--- src/rtl/seq_mult_pkg.sv ---
// Shared types and sizing for the sequential shift-and-add multiplier controller.
package seq_mult_pkg;

  typedef enum logic [1:0] {
    S_IDLE  = 2'd0,
    S_LOAD  = 2'd1,
    S_ACCUM = 2'd2,
    S_DONE  = 2'd3
  } state_t;

  localparam int MULT_W_DEF = 8;
  localparam int ACC_W_DEF  = 16;

  function automatic int step_w(input int mult_w);
    return $clog2(mult_w + 1);
  endfunction

  localparam int STEP_W = step_w(MULT_W_DEF);

endpackage

--- src/rtl/mult_step_counter.sv ---
// Accumulate-step counter: cleared on an accepted start, bumped once per ACCUM cycle.
module mult_step_counter #(
  parameter int MAX = 8,
  parameter int W   = 4
) (
  input  logic clk,
  input  logic rst,
  input  logic clr,
  input  logic inc,
  output logic last
);

  logic [W-1:0] count;

  always_ff @(posedge clk) begin
    if (!rst)      count <= '0;
    else if (clr)  count <= '0;
    else if (inc)  count <= count + 1'b1;
  end

  assign last = (count == W'(MAX - 1));

endmodule

--- src/rtl/seq_mult_ctrl.sv ---
// Shift-and-add multiplier controller driving an external left shifter.
// Optional early exit on an exhausted multiplier: define SEQ_MULT_EARLY_EXIT_EN.
module seq_mult_ctrl
  import seq_mult_pkg::*;
#(
  parameter int MULT_W = MULT_W_DEF,
  parameter int ACC_W  = ACC_W_DEF
) (
  input  logic              clk,
  input  logic              rst,
  input  logic              start,
  input  logic [MULT_W-1:0] multiplier,
  input  logic [ACC_W-1:0]  shift_in,
  output logic              shift_start,
  output logic              shift_enb,
  output logic [ACC_W-1:0]  product,
  output logic              done,
  output logic              busy,
  output logic              ovf
);

  localparam int SW = step_w(MULT_W);

  state_t            state, state_nx;
  logic [MULT_W-1:0] mreg, mreg_nx;
  logic [ACC_W-1:0]  acc;
  logic [ACC_W:0]    sum;
  logic              ovf_q, done_q;
  logic              accept, last, exit_acc, exit_load;

  assign mreg_nx = mreg >> 1;
  assign sum     = {1'b0, acc} + {1'b0, shift_in};

`ifdef SEQ_MULT_EARLY_EXIT_EN
  assign exit_acc  = last || (mreg_nx == '0);
  assign exit_load = (mreg == '0);
`else
  assign exit_acc  = last;
  assign exit_load = 1'b0;
`endif

  mult_step_counter #(.MAX(MULT_W), .W(SW)) u_step (
    .clk  (clk),
    .rst  (rst),
    .clr  (accept),
    .inc  (state == S_ACCUM),
    .last (last)
  );

  always_ff @(posedge clk) begin
    if (!rst) state <= S_IDLE;
    else      state <= state_nx;
  end

  always_comb begin
    state_nx = state;
    case (state)
      S_IDLE:  if (start) state_nx = S_LOAD;
      S_LOAD:  state_nx = exit_load ? S_DONE : S_ACCUM;
      S_ACCUM: if (exit_acc) state_nx = S_DONE;
      S_DONE:  state_nx = S_IDLE;
      default: state_nx = S_IDLE;
    endcase
  end

  // Controls are masked while rst is low so nothing leaks out during reset.
  always_comb begin
    accept      = 1'b0;
    shift_start = 1'b0;
    shift_enb   = 1'b0;
    busy        = 1'b0;
    if (rst) begin
      accept      = (state == S_IDLE) && start;
      shift_start = accept;
      shift_enb   = (state == S_ACCUM) && !exit_acc;
      busy        = (state != S_IDLE);
    end
  end

  always_ff @(posedge clk) begin
    if (!rst) begin
      mreg    <= '0;
      acc     <= '0;
      ovf_q   <= 1'b0;
      product <= '0;
      done_q  <= 1'b0;
    end else begin
      done_q <= (state == S_DONE);
      if (accept) begin
        mreg  <= multiplier;
        acc   <= '0;
        ovf_q <= 1'b0;
      end else if (state == S_ACCUM) begin
        if (mreg[0]) begin
          acc <= sum[ACC_W-1:0];
          if (sum[ACC_W]) ovf_q <= 1'b1;
        end
        mreg <= mreg_nx;
      end
      if (state == S_DONE) product <= acc;
    end
  end

  assign done = done_q & rst;
  assign ovf  = ovf_q;

endmodule

--- config.mk ---
export PLATFORM = sky130hd
export DESIGN_NAME = seq_mult_ctrl
export DESIGN_NICKNAME = d
export VERILOG_FILES = /design/src/rtl/seq_mult_pkg.sv /design/src/rtl/mult_step_counter.sv /design/src/rtl/seq_mult_ctrl.sv
export SDC_FILE = /design/constraint.sdc
export NUM_CORES = 1
export LEC_CHECK = 0
export ABC_CLOCK_PERIOD_IN_PS = 3000
export BUFFER_PORTS_ARGS = -buffer_cell sky130_fd_sc_hd__buf_4
export CAP_MARGIN = 20
export CELL_PAD_IN_SITES_DETAIL_PLACEMENT = 0
export CELL_PAD_IN_SITES_GLOBAL_PLACEMENT = 1
export CORE_MARGIN = 1
export CORE_UTILIZATION = 42
export CTS_CLUSTER_DIAMETER = 30
export DETAILED_ROUTE_END_ITERATION = 8
export PLACE_DENSITY_LB_ADDON = 0.08
export SLEW_MARGIN = 0
export SYNTH_ARGS = -nofsm -noshare
export SYNTH_HDL_FRONTEND = slang
export SYNTH_SLANG_ARGS = --single-unit
--- constraint.sdc ---
create_clock -name clk -period 3 [get_ports clk]
set_input_delay 0.6 -clock clk [delete_from_list [all_inputs] [get_ports clk]]
set_output_delay 0.6 -clock clk [all_outputs]
set_load 0.005 [all_outputs]
Word level (Yosys, flattened, before mapping). Index checks and enable logic that the tools add are counted.

Logic and storage cells: 35. Output and inout bits: 21. Flip-flop bits (word level): 48. Input port bits: 27.

$add $sub $neg: 2. Muxes and demuxes: 8. Reductions and logical operators: 10. Bitwise operators: 2. Equality and inequality tests: 6.

Operators with widths (number): $add 16x16->17 (1); $mux 8 (2); $pmux 2 s4 (1); $add 4x1->4 const B (1); $eq 2x2->1 const B (2); $eq 4x3->1 const B (1); $mux 2 (2); $ne 2x2->1 const B (2); $reduce_and 2->1 (2); $reduce_bool 2->1 (2); $mux 1 (3); $reduce_and 3->1 (1); $eq 2x1->1 const B (1); $logic_and 1x1->1 (2); $logic_not 2->1 (1); $reduce_or 2->1 (1); $and 1x1->1 (1); $logic_not 1->1 (1); $not 1->1 (1).

Longest topological paths before layout.
Depth after elaboration: 4. Gate-level depth with buffers: 9. Gate-level depth less buffers: 9.

Cells and area by module. A second synthesis with hierarchy kept.

Cell total of the unflattened synthesis: 284. Area total of the unflattened synthesis: 2611.3 sq um.

Modules (own cells, without submodules): seq_mult_ctrl (sequential area each 880.8 sq um, cells an instance 266, area an instance 2419.8 sq um, times used 1); mult_step_counter (sequential area each 80.1 sq um, cells an instance 18, area an instance 191.4 sq um, times used 1).

Worst setup path before layout. OpenSTA, ideal clock, no wires.

Kind: input to register. Start: input shift_in[0]. End: register ovf_q (netlist: ovf). Path slack: 0.308 ns. Data required time: 2.877 ns. Path buffers: 0. Cell stages on the path: 9. Setup time: 0.123 ns. Arrival time: 2.568 ns. Path through: ha_1 > fa_1 > a21oi_2 > o21ai_2 > a2111oi_4 > nor3_1 > a211o_1 > a2111oi_2 > nor2_1.

Longest elaborated chain between the ends: 2.

Ends and longest elaborated chain: start: declaration (RTL line seq_mult_ctrl.sv:13) `input logic [ACC_W-1:0] shift_in,`; $add 16x16->17 (RTL line seq_mult_ctrl.sv:32) `assign sum = {1'b0, acc} + {1'b0, shift_in};`; $reduce_and 3->1 (no source line); end signal: assignment (RTL line seq_mult_ctrl.sv:84) `ovf_q <= 1'b0;`; end signal: assignment (RTL line seq_mult_ctrl.sv:92) `ovf_q <= 1'b0;`; end signal: assignment (RTL line seq_mult_ctrl.sv:96) `if (sum[ACC_W]) ovf_q <= 1'b1;`; end: declaration (RTL line seq_mult_ctrl.sv:28) `logic ovf_q, done_q;`.

No other way between the ends. A chain may end at the register's enable or synchronous reset.

Worst setup path after layout. Ends and elaborated chain as after synthesis.

==> impl_metrics.yaml <==
outcome:
  outcome: "completed"
timing:
  hold_ws_ns: 0.478
  slew_headroom: 0.611
  setup_violations: 0
  min_period_ns: 2.61
  clock.fmax_mhz: 383
  tns_ns: 0
  hold_violations: 0
  finalCritPeriodShare: 0.870
  rsz0062_at_grt: "no"
  skew_ns: 0.00683
  worstMarginPinSlew_ns: 0.582
  drv_slew: 0
global_routing:
  grt_max_degree: 31
  grt_pass1_vias: 2052
  grt-ovfl-total: 0
  antenna_found_initial: 0
  track_usage: 0.186
  grt_pass1_wl_um: 9340
cells_and_area:
  diodes: 0
  drive_gt1_frac: 0.199
  synthToLayoutAreaGrowth_pct: 19.8
  multi_input_area_um2: 1580
  num-nets-final: 383
  final-seq-area_um2: 961
  nFillCells: 596
routing:
  drtIter0Drc: 84
  postRouteAntennaNets: 0
  firstDrtPassIters: 4
  drc: 0
  routed_wl_um: 5510
  avgViaCountPerCell: 5.18
  via_count: 2128
  wl_per_cell_um: 13.4
floorplanning:
  die_h_um: 81.3
  start_util: 0.440
  dieArea_um2: 6600
  rows: 28
  die_w_um: 81.3
  ios: 48
  coreArea_um2: 5990
placed_design:
  io_buffers: 47
  dpl.hpwl_um: 3980
  place_congestion: 0.765
critical_path:
  cp-start-kind: "input pin"
  critPathKind: "input pin to register"
  crit_path_end_kind: "register"
  startpoint: "shift_in[0]"
  required_ns: 3.19
  path_max_fanout: 2
  cp.arrival_ns: 2.80
  r2r_start: "acc[0]"
power:
  p_sw_w: 0.000478
  seqPwrFrac: 0.447
  clockPowerShare: 0.292
  vdd_drop_max_uv: 278
  p_leak_nw: 1.40
  pwr-share-comb: 0.261
  p_int_w: 0.00112
  power.share.switching: 0.299
  powerDensity_nw_per_um2: 506
clocking:
  postCtsHoldBufs: 0
  cts_tree: "yes"
  clock_path_buffers: 2
  cts_sinks: 48
  post_cts_resize_count: 0
  cts.htree.levels: 2
  clock_latency_ns: 0.30
  cts.reportedPaths.clkPinSlew_ns: 0.09
  root_buffer: "clkbuf_8"
  post_cts_buffers: 0
  cts-buffers-inserted: 5
worst_hold_path:
  worstHoldStart: "acc[11]"
  min_path_type: "register to register"
synthesis:
  seq_area_frac_synth: 0.364
  synth_top_flop_cell: "dfxtp_1"
  avgSynthCellArea_um2: 9.01
  yosysTopAreaCellShare: 0.364
  synth_edf_count: 0
  synth_top_area_cell: "dfxtp_1"
  async_flop_share: 0
  yosys_warnings: 0
  postSynthCellCount: 293
  syn-cell-area_um2: 2640
  ys_ff_latch: 48
  synth_area_leaders: "dfxtp_1 36%, ha_1 9.5%, mux2i_1 9.5%"
  synth_fp_nets: 341
  synth.distinct_cells: 45
flow_run:
  cap_violations: 0
cells by family (layout without fill, tap and decap cells):
logic type	Yosys count	after routing	share of synthesized area
AO/OA/AOI/OAI	60	60	0.166
XOR/XNOR	14	14	0.0465
adder cells (fa/ha/maj)	21	21	0.102
buffers and inverters	25	68	0.0360
flip-flops	48	48	0.364
multiplexers	25	25	0.0948
AND/OR/NAND/NOR	100	100	0.190
sequential cells by signal, summed over array words and instances, names as in the netlist:
register,count
acc,16
product,16
mreg,8
u_step.count,4
state,2
done_q,1
ovf,1
critical path, stage by stage:
cell and delay (ns):
buf_4 0.11, ha_1 0.22, fa_1 0.42, a21oi_2 0.19
o21ai_2 0.09, a2111oi_4 0.36, nor3_1 0.10, a211o_1 0.28
a2111oi_2 0.35, nor2_1 0.06
final cells by class:
| class | instances | area share |
|---|---|---|
| multi-input combinational | 220 | 0.501 |
| sequential | 48 | 0.304 |
| timing repair buffer | 51 | 0.121 |
| tap | 75 | 0.0297 |
| clock buffer | 6 | 0.0230 |
| clock inverter | 2 | 0.0111 |
| inverter | 9 | 0.0107 |
worst paths after layout:
check	to	slack, ns	depth (start not counted)
max	ovf	0.39	10
min	acc[11]	0.48	2
max reg2reg	ovf	0.47	9
min reg2reg	acc[11]	0.48	2
layout by cell type (no fill, tap or decap), types with 4 or more instances in the layout:
cell type  count
clkbuf_8       5
a21o_1         4
o31ai_1        4
dfxtp_1       48
and2_1         6
inv_1          9
nand3_1        8
and3_1         5
o21ai_0        6
a21oi_1       22
ha_1          20
xor2_1         7
mux2i_1       25
nor2_1        15
o211a_1        5
nand2_1       33
nor2b_1       19
buf_4         51
xnor2_1        7
Yosys cell counts, types with 2 or more instances:
library cell and count:
o31ai_1 4, nor2b_1 19, a31o_2 2, dfxtp_1 48
inv_1 9, and4_1 2, nand2b_1 2, nor3_1 2
clkbuf_1 14, and3_1 5, nor4_1 2, nand4_1 2
o21ai_0 6, a21oi_2 2, and2_1 6, a21oi_1 22
o211a_1 5, nand3_1 8, xnor2_1 7, nand2_1 33
o21bai_1 2, nor2_1 15, a21o_1 4, xor2_1 7
mux2i_1 25, ha_1 20, or4_1 2
metal layers:
| metal | GRT usage | routed length, µm | up-vias | part of all wire |
|---|---|---|---|---|
| li1 | - | - | 1113 | - |
| met1 | 0.231 | 2680 | 972 | 0.49 |
| met2 | 0.318 | 2570 | 38 | 0.47 |
| met3 | 0.0393 | 212 | 5 | 0.038 |
| met4 | 0.0607 | 55 | 0 | 0.010 |
| met5 | 0 | 0 | - | 0 |
power by group through the flow:
stage | clock (W) | sequential, W | combinational [W]
after floorplan | 0 | 0.000722 | 0.000306
after global placement | 0 | 0.000730 | 0.000416
after detailed placement | 0 | 0.000730 | 0.000420
after CTS | 0.000485 | 0.000716 | 0.000422
after global routing | 0.000509 | 0.000722 | 0.000475
final | 0.000468 | 0.000716 | 0.000417
through the flow:
step | utilization | total power [W] | instance area, µm² | worst slack, ns | cells
2_1_floorplan | - | 0.00103 | 2640 | 0.308 | 293
3_3_place_gp | 0.510 | 0.00115 | 3050 | 0.104 | 403
3_5_place_dp | 0.510 | 0.00115 | 3050 | 0.0338 | 403
4_1_cts | 0.528 | 0.00162 | 3160 | 0.377 | 411
5_1_grt | 0.528 | 0.00171 | 3160 | 0.220 | 411
6_report | 0.528 | 0.00160 | 3160 | 0.391 | 411
Power figures use the tool's default switching activity.
